[src/rtl/lsu_pkg.sv]
// Shared constants for the load/store control stage: access lengths,
// RISC-V exception cause codes and the controller state encoding.
package lsu_pkg;

  localparam logic [1:0] LEN_BYTE    = 2'b00;
  localparam logic [1:0] LEN_HALF    = 2'b01;
  localparam logic [1:0] LEN_WORD    = 2'b10;
  localparam logic [1:0] LEN_ILLEGAL = 2'b11;

  localparam logic [3:0] CAUSE_NONE        = 4'd0;
  localparam logic [3:0] CAUSE_LD_MISALIGN = 4'd4;
  localparam logic [3:0] CAUSE_LD_ACCESS   = 4'd5;
  localparam logic [3:0] CAUSE_ST_MISALIGN = 4'd6;
  localparam logic [3:0] CAUSE_ST_ACCESS   = 4'd7;

  typedef enum logic [2:0] {
    ST_IDLE     = 3'd0,
    ST_ACCESS   = 3'd1,
    ST_RESP     = 3'd2,
    ST_SPLIT_LO = 3'd3,
    ST_SPLIT_HI = 3'd4
  } lsu_state_e;

  // Cause code for a rejected request: access faults outrank misalignment.
  function automatic logic [3:0] faultCause(input logic isStore, input logic isAccess);
    if (isAccess) return isStore ? CAUSE_ST_ACCESS : CAUSE_LD_ACCESS;
    return isStore ? CAUSE_ST_MISALIGN : CAUSE_LD_MISALIGN;
  endfunction

endpackage

[src/rtl/lsu_align.sv]
// Extracts a misaligned load result from two consecutive memory words:
// shift the 7-byte window right by the byte offset, then mask and sign-extend.
module lsu_align
  import lsu_pkg::*;
(
  input  logic [55:0] data_i,
  input  logic [1:0]  off_i,
  input  logic [1:0]  len_i,
  input  logic        sign_i,
  output logic [31:0] result_o
);

  logic [31:0] shifted;

  always_comb begin
    shifted  = data_i[{off_i, 3'b000} +: 32];
    result_o = shifted;
    case (len_i)
      LEN_BYTE: result_o = {{24{sign_i & shifted[7]}}, shifted[7:0]};
      LEN_HALF: result_o = {{16{sign_i & shifted[15]}}, shifted[15:0]};
      default:  result_o = shifted;
    endcase
  end

endmodule

[src/rtl/lsu_ctrl.sv]
// Load/store control stage: one request per handshake, alignment/range checks,
// one-cycle memory access and a held response. Macro LSU_MISALIGN_SPLIT_EN adds split misaligned loads.
module lsu_ctrl
  import lsu_pkg::*;
#(
  parameter int ADDRW = 12
) (
  input  logic             clk_i,
  input  logic             rst_i,
  input  logic             req_valid_i,
  output logic             req_ready_o,
  input  logic             req_we_i,
  input  logic             req_sign_i,
  input  logic [1:0]       req_len_i,
  input  logic [31:0]      req_addr_i,
  input  logic [31:0]      req_wdata_i,
  output logic             resp_valid_o,
  input  logic             resp_ready_i,
  output logic [31:0]      resp_rdata_o,
  output logic             resp_exc_o,
  output logic [3:0]       resp_cause_o,
  output logic             mem_we_o,
  output logic             mem_sign_o,
  output logic [1:0]       mem_length_o,
  output logic [ADDRW-1:0] mem_addr_o,
  output logic [31:0]      mem_wdata_o,
  input  logic [31:0]      mem_rdata_i
);

  lsu_state_e       state_q;
  logic             we_q;
  logic             sign_q;
  logic [1:0]       len_q;
  logic [ADDRW-1:0] addr_q;
  logic [31:0]      wdata_q;
  logic             respValid_q;
  logic             respExc_q;
  logic [3:0]       respCause_q;
  logic [31:0]      respRdata_q;

  lsu_state_e       acceptState_d;
  logic             acceptExc_d;
  logic [3:0]       acceptCause_d;
  logic             rangeFault;
  logic             misaligned;

`ifdef LSU_MISALIGN_SPLIT_EN
  logic [31:0]      splitLo_q;
  logic [31:0]      splitResult;

  lsu_align u_align (
    .data_i   ({mem_rdata_i[23:0], splitLo_q}),
    .off_i    (addr_q[1:0]),
    .len_i    (len_q),
    .sign_i   (sign_q),
    .result_o (splitResult)
  );
`endif

  // Classification of the request on offer; used only when it is accepted in IDLE.
  always_comb begin
    rangeFault    = (req_len_i == LEN_ILLEGAL) || (req_addr_i[31:ADDRW] != '0);
    misaligned    = ((req_len_i == LEN_HALF) && req_addr_i[0]) ||
                    ((req_len_i == LEN_WORD) && (req_addr_i[1:0] != 2'b00));
    acceptState_d = ST_ACCESS;
    acceptExc_d   = 1'b0;
    acceptCause_d = CAUSE_NONE;
    if (rangeFault) begin
      acceptState_d = ST_RESP;
      acceptExc_d   = 1'b1;
      acceptCause_d = faultCause(req_we_i, 1'b1);
    end else if (misaligned) begin
      acceptState_d = ST_RESP;
      acceptExc_d   = 1'b1;
      acceptCause_d = faultCause(req_we_i, 1'b0);
`ifdef LSU_MISALIGN_SPLIT_EN
      // The second word must exist: the top word of memory cannot be split.
      if (!req_we_i && (&req_addr_i[ADDRW-1:2])) begin
        acceptCause_d = CAUSE_LD_ACCESS;
      end else if (!req_we_i) begin
        acceptState_d = ST_SPLIT_LO;
        acceptExc_d   = 1'b0;
        acceptCause_d = CAUSE_NONE;
      end
`endif
    end
  end

  always_ff @(posedge clk_i) begin
    if (rst_i) begin
      state_q     <= ST_IDLE;
      we_q        <= 1'b0;
      sign_q      <= 1'b0;
      len_q       <= LEN_BYTE;
      addr_q      <= '0;
      wdata_q     <= '0;
      respValid_q <= 1'b0;
      respExc_q   <= 1'b0;
      respCause_q <= CAUSE_NONE;
      respRdata_q <= '0;
`ifdef LSU_MISALIGN_SPLIT_EN
      splitLo_q   <= '0;
`endif
    end else begin
      case (state_q)
        ST_IDLE: begin
          if (req_valid_i) begin
            we_q        <= req_we_i;
            sign_q      <= req_sign_i;
            len_q       <= req_len_i;
            addr_q      <= req_addr_i[ADDRW-1:0];
            wdata_q     <= req_wdata_i;
            respExc_q   <= acceptExc_d;
            respCause_q <= acceptCause_d;
            respRdata_q <= '0;
            respValid_q <= (acceptState_d == ST_RESP);
            state_q     <= acceptState_d;
          end
        end
        ST_ACCESS: begin
          respRdata_q <= we_q ? 32'd0 : mem_rdata_i;
          respValid_q <= 1'b1;
          state_q     <= ST_RESP;
        end
`ifdef LSU_MISALIGN_SPLIT_EN
        ST_SPLIT_LO: begin
          splitLo_q <= mem_rdata_i;
          state_q   <= ST_SPLIT_HI;
        end
        ST_SPLIT_HI: begin
          respRdata_q <= splitResult;
          respValid_q <= 1'b1;
          state_q     <= ST_RESP;
        end
`endif
        ST_RESP: begin
          if (resp_ready_i) begin
            respValid_q <= 1'b0;
            respExc_q   <= 1'b0;
            respCause_q <= CAUSE_NONE;
            respRdata_q <= '0;
            state_q     <= ST_IDLE;
          end
        end
        default: state_q <= ST_IDLE;
      endcase
    end
  end

  // Memory port is decoded from the state; split reads fetch whole words unsigned.
  always_comb begin
    mem_we_o     = we_q && (state_q == ST_ACCESS) && !rst_i;
    mem_sign_o   = sign_q;
    mem_length_o = len_q;
    mem_wdata_o  = wdata_q;
    mem_addr_o   = '0;
    case (state_q)
      ST_ACCESS: mem_addr_o = addr_q;
`ifdef LSU_MISALIGN_SPLIT_EN
      ST_SPLIT_LO: begin
        mem_addr_o   = {addr_q[ADDRW-1:2], 2'b00};
        mem_length_o = LEN_WORD;
        mem_sign_o   = 1'b0;
      end
      ST_SPLIT_HI: begin
        mem_addr_o   = {addr_q[ADDRW-1:2] + 1'b1, 2'b00};
        mem_length_o = LEN_WORD;
        mem_sign_o   = 1'b0;
      end
`endif
      default: mem_addr_o = '0;
    endcase
  end

  assign req_ready_o  = (state_q == ST_IDLE);
  assign resp_valid_o = respValid_q;
  assign resp_exc_o   = respExc_q;
  assign resp_cause_o = respCause_q;
  assign resp_rdata_o = respRdata_q;

endmodule

[config.mk]
export PLATFORM = sky130hd
export DESIGN_NAME = lsu_ctrl
export DESIGN_NICKNAME = d
export VERILOG_FILES = /design/src/rtl/lsu_pkg.sv /design/src/rtl/lsu_align.sv /design/src/rtl/lsu_ctrl.sv
export SDC_FILE = /design/constraint.sdc
export NUM_CORES = 1
export LEC_CHECK = 0
export CAP_MARGIN = 15
export CORE_UTILIZATION = 34
export CTS_CLUSTER_DIAMETER = 80
export CTS_CLUSTER_SIZE = 8
export DETAILED_ROUTE_END_ITERATION = 12
export GPL_ROUTABILITY_DRIVEN = 0
export GPL_TIMING_DRIVEN = 0
export PLACE_DENSITY = 0.76
export RECOVER_POWER = 25
export SLEW_MARGIN = 20
export SYNTH_ARGS = -nofsm -noshare
export SYNTH_HDL_FRONTEND = slang
export SYNTH_SLANG_ARGS = --single-unit
[constraint.sdc]
create_clock -name clk_i -period 1.82 [get_ports clk_i]
set_input_delay 0.364 -clock clk_i [delete_from_list [all_inputs] [get_ports clk_i]]
set_output_delay 0.364 -clock clk_i [all_outputs]
set_load 0.005 [all_outputs]
; Word-level counts from Yosys, hierarchy flattened
; Cells that the tools add are included.
[word_totals]
register_bits = 89
input_bits = 104
word_cells = 60
[classes]
eq_ne = 8
muxes = 26
reduce_logical = 16
[op_table]
columns = op, count
row1 = 32-bit 2-to-1 mux, 3
row2 = 32-bit case mux with 3 select lines, 1
row3 = 20-bit nonzero test, 1
row4 = 12-bit 2-to-1 mux, 1
row5 = 4-bit 2-to-1 mux, 3
row6 = 2-bit 2-to-1 mux, 5
row7 = 3-bit 2-to-1 mux, 3
row8 = 3-bit case mux with 3 select lines, 1
row9 = 4-bit case mux with 2 select lines, 1
row10 = "3-bit by 2-bit == test with 1-bit output, second input constant", 2
row11 = 1-bit 2-to-1 mux, 6
row12 = 3-bit AND reduction, 2
row13 = "2-bit == test, second input constant", 2
row14 = 1-bit logical AND, 4
row15 = "2-bit inequality test, second input constant", 2
row16 = 2-bit AND reduction, 2
row17 = 2-bit nonzero test, 2
row18 = "3-bit by 1-bit == test with 1-bit output, second input constant", 1
row19 = 3-bit zero test, 1
row20 = 1-bit case mux with 3 select lines, 1
row21 = 3-bit nonzero test, 1
row22 = "2-bit by 1-bit == test with 1-bit output, second input constant", 1
row23 = 1-bit logical OR, 2
row24 = 1-bit case mux with 2 select lines, 1
row25 = 1-bit zero test, 1

; Longest topological paths before layout
; Gate-level depths: netlist of run 1.
[depth]
ltp_word = 8
mapped_depth = 8

; Least setup slack after synthesis of run 1
; OpenSTA, ideal clock, no wires.
[synth_timing]
path_type = flip-flop to flip-flop
from = register state_q[1]
to = register respRdata_q[2], in the netlist resp_rdata_o[2]
setup_time_ns = 0.132
arrival_ns = 1.581
t_required_ns = 1.688
setup_slack_ns = 0.106
stages_incl_launch_ff = 9
path_cell_list = dfxtp_1 -> inv_1 -> ha_1 -> or3_1 -> and3_1 -> buf_6 -> buf_2 -> nand3_1 -> a21oi_1
[synth_between]
elab_chain_len = 3
[synth_rtl]
columns = element, line
row1 = "start, declared", lsu_ctrl.sv:30  ; lsu_state_e state_q;
row2 = "start signal, assigned", lsu_ctrl.sv:117  ; state_q <= acceptState_d;
row3 = "3-bit by 2-bit == test with 1-bit output, or another cell as far along", lsu_ctrl.sv:105  ; case (state_q)
row4 = 2-bit inequality test (no line) or 3-bit nonzero test (tied branches), n/a
row5 = 3-bit AND reduction (no line), n/a
row6 = "end signal, assigned", lsu_ctrl.sv:121  ; respRdata_q <= we_q ? 32'd0 : mem_rdata_i;
row7 = "end, declared", lsu_ctrl.sv:39  ; logic [31:0] respRdata_q;
; Parallel ways exist; a longest one is shown, timed or not.
; A chain may end at the register's enable or synchronous reset.

; Worst setup path after layout of run 1
[layout_timing]
from = register state_q[1]
to = register respRdata_q[21], in the netlist resp_rdata_o[21]
; The elaborated chain is that of the path after synthesis.

==> results by group, run 1 <==
Run status
  – Outcome: completed

Timing
  – Fin Clk Skew: 0.00941 ns
  – Final Setup Violations: 0
  – Fin. Hold Viols: 0
  – RSZ-0062 raised after global routing: true
  – Slew @ Worst Pin: 0.578 ns
  – Slew headroom: 0.615
  – Post-route setup slack: 0.00257 ns
  – Max-slew violations: 0
  – Fin Hold WS: 0.452 ns
  – Fin Setup TNS: 0 ns
  – Period utilisation layout: 0.999
  – Fin crit period: 1.82 ns
  – Maximum clock frequency: 550 MHz

Worst setup path
  – CP Data Required Time: 2.02 ns
  – Critical path arrival: 2.02 ns
  – CP startpoint kind: flip-flop
  – Crit Path Class: reg2reg
  – CP Capture Type: flip-flop
  – Critical Path Fanout Max: 10

CTS
  – Sinks on Clock Net: 86
  – CTS buffer count: 9
  – Root cell of the clock tree: clkbuf_8
  – Clock Latency Late Sink: 0.34 ns
  – H-Tree Depth: 3
  – Clock tree buffer depth: 2
  – Clk slew on worst S/H paths: 0.08 ns
  – CTS tree: done
  – Cts hold-fix bufs: 0

Pwr
  – Worst vdd ir: 0.485 mV
  – LEAKAGE: 2.16 nW
  – Cell area power density: 760 nW/µm²

Synth
  – Synth area leader: dfxtp_1
  – Mapped Cells: 421
  – Sequential area share after synthesis: 0.522
  – Ranking of synthesized cells by area: dfxtp_1 (52%), nand2_1 (15%), a21oi_1 (13%)
  – #FFs+latches synth: 86
  – Synth top area share: 0.522
  – Synth Net Count: 528
  – Synth cell types: 28
  – Synthesized area: 3300 µm²
  – Fraction of registers with async set/reset: 0
  – Ys flop type: dfxtp_1
  – Yosys warns: 0
  – EDFF count, synth: 0
  – Avg Cell Area, Syn: 7.83 µm²

Detailed routing
  – Vias per cell: 4.71
  – Drt wl/cell: 13.3 µm
  – Post-route ant nets: 0
  – Vias: 3,559
  – TritonRoute pass-1 iters: 4
  – DRC: 0
  – First-iteration detailed-routing DRC count: 71
  – Final Routed Wirelength: 10.0 mm

Global routing
  – First-pass GRT wire length: 15.9 mm
  – Grt total ovfl: 0
  – Pin count of the biggest net entering global routing: 14
  – Vias in the first global route: 3,389
  – Gr usage total: 0.200
  – Initial antenna violation count: 0

Placed design
  – Post-place setup slack: -0.305 ns
  – Final HPWL DP: 7.71 mm
  – Post-DP Area: 5340 µm²
  – I/O Buffers: 188
  – # placed instances: 738

Flow run
  – Maxcap violations: 0

Layout
  – Area growth, synth to finish: 71.8%
  – Ant. Diodes: 0
  – Layout cells sized above 1: 0.0973
  – Fin nets: 731
  – Final instance area: 5660 µm²
  – Final cell count without fillers: 756
  – Fill cells: 865

Die
  – FP Rows: 35
  – Top Ports: 191
  – Vert. Die Dim: 100 µm
  – Initial Util: 0.353
  – CORE AREA: 9330 µm²
  – Die area: 10,100 µm²
  – Die width: 100 µm

Worst hold path
  – Hold WC Path Type: reg2reg
registers in the layout, summed over array words and instances, names as in the netlist:
| name | flops |
|---|---|
| state_q | 2 |
| addr_q | 12 |
| we_q | 1 |
| resp_valid_o | 1 |
| mem_length_o | 2 |
| resp_cause_o | 3 |
| resp_rdata_o | 32 |
| mem_sign_o | 1 |
| mem_wdata_o | 32 |
through the flow:
stage,util,total power [mW]
finish,0.607,4.30
global route,0.607,4.51
floorplan,-,2.33
detailed placement,0.573,2.77
global placement,0.573,2.75
CTS,0.611,4.35
Yosys cell counts, drive strengths merged (2+ instances only):
| master | n |
|---|---|
| nand2 | 132 |
| dfxtp | 86 |
| a21oi | 84 |
| nand3 | 36 |
| clkbuf | 23 |
| and2 | 14 |
| buf | 12 |
| nor4 | 5 |
| nor2 | 4 |
| ha | 3 |
| inv | 3 |
| o2bb2ai | 3 |
| nand2b | 2 |
| nor3 | 2 |
| or3 | 2 |
logic make-up (layout without fill, tap and decap cells):
| logic type | after synthesis | count (layout) | synth area share |
|---|---|---|---|
| adders and majority gates | 3 | 3 | 0.0114 |
| AOI/OAI and AO/OA | 92 | 92 | 0.149 |
| other | 1 | 1 | 0.00114 |
| DFF | 86 | 86 | 0.522 |
| buffers and inverters | 38 | 244 | 0.0520 |
| and+or+nand+nor | 201 | 201 | 0.264 |
final timing paths:
kind                   startpoint               end  slack, ns  cells after the start
setup / recovery       state_q[1]  resp_rdata_o[21]      0.003                      9
hold / removal    mem_wdata_o[27]   mem_wdata_o[27]       0.45                      2
setup reg to reg       state_q[1]  resp_rdata_o[21]      0.003                      9
hold reg to reg   mem_wdata_o[27]   mem_wdata_o[27]       0.45                      2
layer usage:
layer  part of all wire  global-route usage
met5                  0                   0
met4              0.013              0.0680
met3              0.090              0.0652
met1               0.41               0.225
met2               0.49               0.355
layout make-up:
cell class	count	area [µm²]	area share
inverter	3	13.8	0.00243
timing repair buffer	193	1880	0.332
buffer	34	204	0.0360
sequential	86	1730	0.305
clock inverter	4	97.6	0.0172
tap	129	161	0.0285
clock buffer	10	128	0.0225
multi-input combinational	297	1450	0.256
power by group:
part	leakage [nW]	total (mW)	switching, mW	internal (mW)
sequential	0.703	2.00	0.0403	1.96
clock	0.108	1.54	0.642	0.898
combinational	1.34	0.760	0.324	0.436
critical path, cell delays in order, from the launching register on:
cell     delay (ns)
dfxtp_4        0.37
inv_4          0.05
ha_4           0.17
buf_4          0.14
or3_4          0.36
and3_1         0.18
buf_6          0.14
buf_8          0.14
nand3_1        0.08
a21oi_1        0.07
cells in the final DEF, fill, tap and decap left out, types with 2 or more instances in the layout:
| cell | n |
|---|---|
| nor4_1 | 5 |
| nand3_2 | 3 |
| bufinv_16 | 3 |
| clkbuf_1 | 13 |
| nand2_1 | 132 |
| clkbuf_2 | 16 |
| dfxtp_1 | 84 |
| buf_4 | 8 |
| dlygate4sd3_1 | 32 |
| nand3_1 | 33 |
| clkbuf_8 | 10 |
| nor3_1 | 2 |
| nor2_1 | 4 |
| a21oi_1 | 84 |
| nand2b_1 | 2 |
| clkdlybuf4s50_1 | 142 |
| o2bb2ai_1 | 3 |
| buf_6 | 4 |
| ha_4 | 2 |
| buf_2 | 3 |
| buf_8 | 2 |
| and2_1 | 13 |
| buf_1 | 4 |
repair_timing:
item,CTS,global route
endpoints found under the setup margin,89,85
setup buffers,5,0
pin swaps,4,0
resized for setup,64,23
hold endpoints to repair,0,0
gates cloned,0,0
Note: power is estimated with default switching activity, not from simulation.
==> run 2: changes to the inputs <==
Settings changed: CAP_MARGIN 15 to default.
==> results of run 2 <==
Same layout as run 1: the final DEF is identical, and so are final timing and power.
==> variant, RTL diff (flow settings as in run 1) <==
The 5 states of `lsu_state_e` get a one-hot encoding in 5 bits.
--- a/src/rtl/lsu_pkg.sv
+++ b/src/rtl/lsu_pkg.sv
@@ -13,12 +13,12 @@
   localparam logic [3:0] CAUSE_ST_MISALIGN = 4'd6;
   localparam logic [3:0] CAUSE_ST_ACCESS   = 4'd7;
 
-  typedef enum logic [2:0] {
-    ST_IDLE     = 3'd0,
-    ST_ACCESS   = 3'd1,
-    ST_RESP     = 3'd2,
-    ST_SPLIT_LO = 3'd3,
-    ST_SPLIT_HI = 3'd4
+  typedef enum logic [4:0] {
+    ST_IDLE     = 5'b00001,
+    ST_ACCESS   = 5'b00010,
+    ST_RESP     = 5'b00100,
+    ST_SPLIT_LO = 5'b01000,
+    ST_SPLIT_HI = 5'b10000
   } lsu_state_e;
 
   // Cause code for a rejected request: access faults outrank misalignment.
Behaviour: no difference found for any inputs over 10 cycles, from zero or initial values and one cycle with rst_i high; not proved beyond that.
==> variant against run 1 <==
  * The flow now finishes with violations (setup timing)
  * Design area decreased by 1.1%
  * Sequential cell count increased by 1
  * Synthesized cell count decreased by 11%
  * Wire length about the same
  * Clock power decreased by 9.7%
  * Power decreased by 5.9%
  * Maximum frequency decreased by 5.3%
  * Register-to-register slack improved by 90 ps
  * Critical path depth decreased by 3
  * Setup slack got worse by 100 ps
  * Synthesized area decreased by 3.6%
  * Clock skew increased by 2.1 ps
  * Critical path type is now flip-flop to output port
  * Largest power group unchanged
  * Highest routed layer unchanged
==> variant: results (changes against run 1) <==
[cts]
insertion_delay_ps = 340  ; about the same
path_clk_slew_ps = 90
numCtsBuffers = 9  ; unchanged
htreeDepth = 3  ; unchanged
cts_root_buffer = clkbuf_8  ; unchanged

[yosys]
postSynthAreaPerCell_sq_um = 8.48  ; was 7.83 sq um
yosys-top-cells-area = dfxtp_1, nand2_1, a21oi_1, a22oi_1, nor2_1  ; was dfxtp_1, nand2_1, a21oi_1, nand3_1, and2_1
synth_common_cells = nand2_1, dfxtp_1, a21oi_1  ; unchanged
ys_warn_count = 0  ; unchanged
synthesis.nets = 479  ; was 528
ys_seq_area_frac = 0.548  ; was 0.522
async_reset_ff_frac = 0  ; unchanged
synth_cell_types = 30  ; was 28

[routing]
firstDrtPassIters = 4  ; unchanged
drt-total-wl_um = 10000  ; about the same
drt-vias-per-instance = 4.86  ; was 4.71
drtIter0Drc = 72  ; was 71

[pwr]
leakage_nw = 2.10  ; was 2.16 nW
powerClk_mw = 1.39  ; was 1.54 mW
seq_power_share = 0.500  ; was 0.465
ir_drop_v = 0.000513  ; was 0.000485 V
p_switching_mw = 0.933  ; was 1.01 mW

[status]
status = complete, but fails checks  ; was complete, no violations
violations = setup timing

[sta]
final.setup.tns_ps = -356  ; was 0 ps
finalClockSkew_ps = 11.5  ; was 9.41 ps
fin_ws_ps = -99.8  ; was 2.57 ps
hold_slack_ps = 451  ; was 452 ps
finalSetupViolCount = 9  ; was 0

[place]
dp_cells = 672  ; was 738
dp_hpwl_um = 7390  ; was 7710 um
place_area_sq_um = 5210  ; was 5340 sq um
port-buffer-count = 189  ; was 188
dpl_worst_slack_ps = -472  ; was -305 ps

[global_routing]
track_usage = 0.207  ; was 0.200
met2_usage = 0.371  ; was 0.355
grt_pass1_wl_um = 15800  ; was 15900 um
use_met1 = 0.229  ; was 0.225
first_global_vias = 3386  ; was 3389
met3_usage = 0.0738  ; was 0.0652

[critical_path]
path_delay_family = buffers and inverters  ; was simple AND/OR/NAND/NOR gates
crit_path_max_fanout = 4  ; was 10
critical_path.max_stage_delay_ps = 370  ; about the same
cp_slowest_cell = dfxtp_4  ; unchanged
reg2reg_slack_ps = 90  ; was 3 ps

[final_layout]
fin_nets = 692  ; was 731
final_cell_count_no_fill = 699  ; was 756
n_fill_cell = 785  ; was 865
drive_gt1_frac = 0.127  ; was 0.0973
multi_input_area_sq_um = 1340  ; was 1450 sq um

[worst_hold_path]
hp-class = flip-flop to flip-flop  ; unchanged

variant: cell types whose count changed after synthesis, moves of 29 or more:
cell	delta
a22oi_1	+32
nor2_1	+29
nand2_1	-31
a21oi_1	-35
nand3_1	-35
variant: repair_timing:
| item | in CTS | in global routing |
|---|---|---|
| hold endpoints to repair | 0 | 0 |
| gates cloned | 1 | 0 |
| pin swaps | 11 | 1 |
| setup buffers | 11 | 2 |
| resized for setup | 84 | 15 |
| hold buffers | 0 | 0 |
| endpoints found under the setup margin | 15 | 49 |
variant: cell families (layout without fill, tap and decap cells):
| logic type | after synthesis | in the layout | synth area share |
|---|---|---|---|
| AND/OR/NAND/NOR | 168 | 168 | 0.237 |
| AO/OA/AOI/OAI | 88 | 88 | 0.170 |
| buffers and inverters | 31 | 247 | 0.0437 |
| flip-flops | 87 | 87 | 0.548 |
| other | 1 | 1 | 0.00118 |
variant: final timing paths:
path / from / depth (start not counted) / to
worst max-delay path: state_q[2]$_SDFFE_PP0P_ / 6 / mem_addr_o[1]
worst min-delay path: addr_q[2]$_SDFFE_PP0P_ / 2 / addr_q[2]$_SDFFE_PP0P_
worst max register to register: state_q[1]$_SDFFE_PP0P_ / 8 / resp_rdata_o[15]$_SDFFE_PP0P_
worst min register to register: addr_q[2]$_SDFFE_PP0P_ / 2 / addr_q[2]$_SDFFE_PP0P_
variant: layer usage:
metal	share of wire	up-vias	wire length [um]
met3	0.081	10	810
met2	0.50	132	5000
met1	0.41	1571	4090
met5	0	-	0
li1	-	1685	-
met4	0.012	0	125
variant: layout make-up:
class | count | area share
plain buffers | 29 | 0.0241
clock buffers | 10 | 0.0228
clock inverters | 4 | 0.0130
inverters | 1 | 0.000670
multi-input cells | 257 | 0.239
flip-flops and latches | 87 | 0.313
well taps | 108 | 0.0241
repair buffers | 203 | 0.363
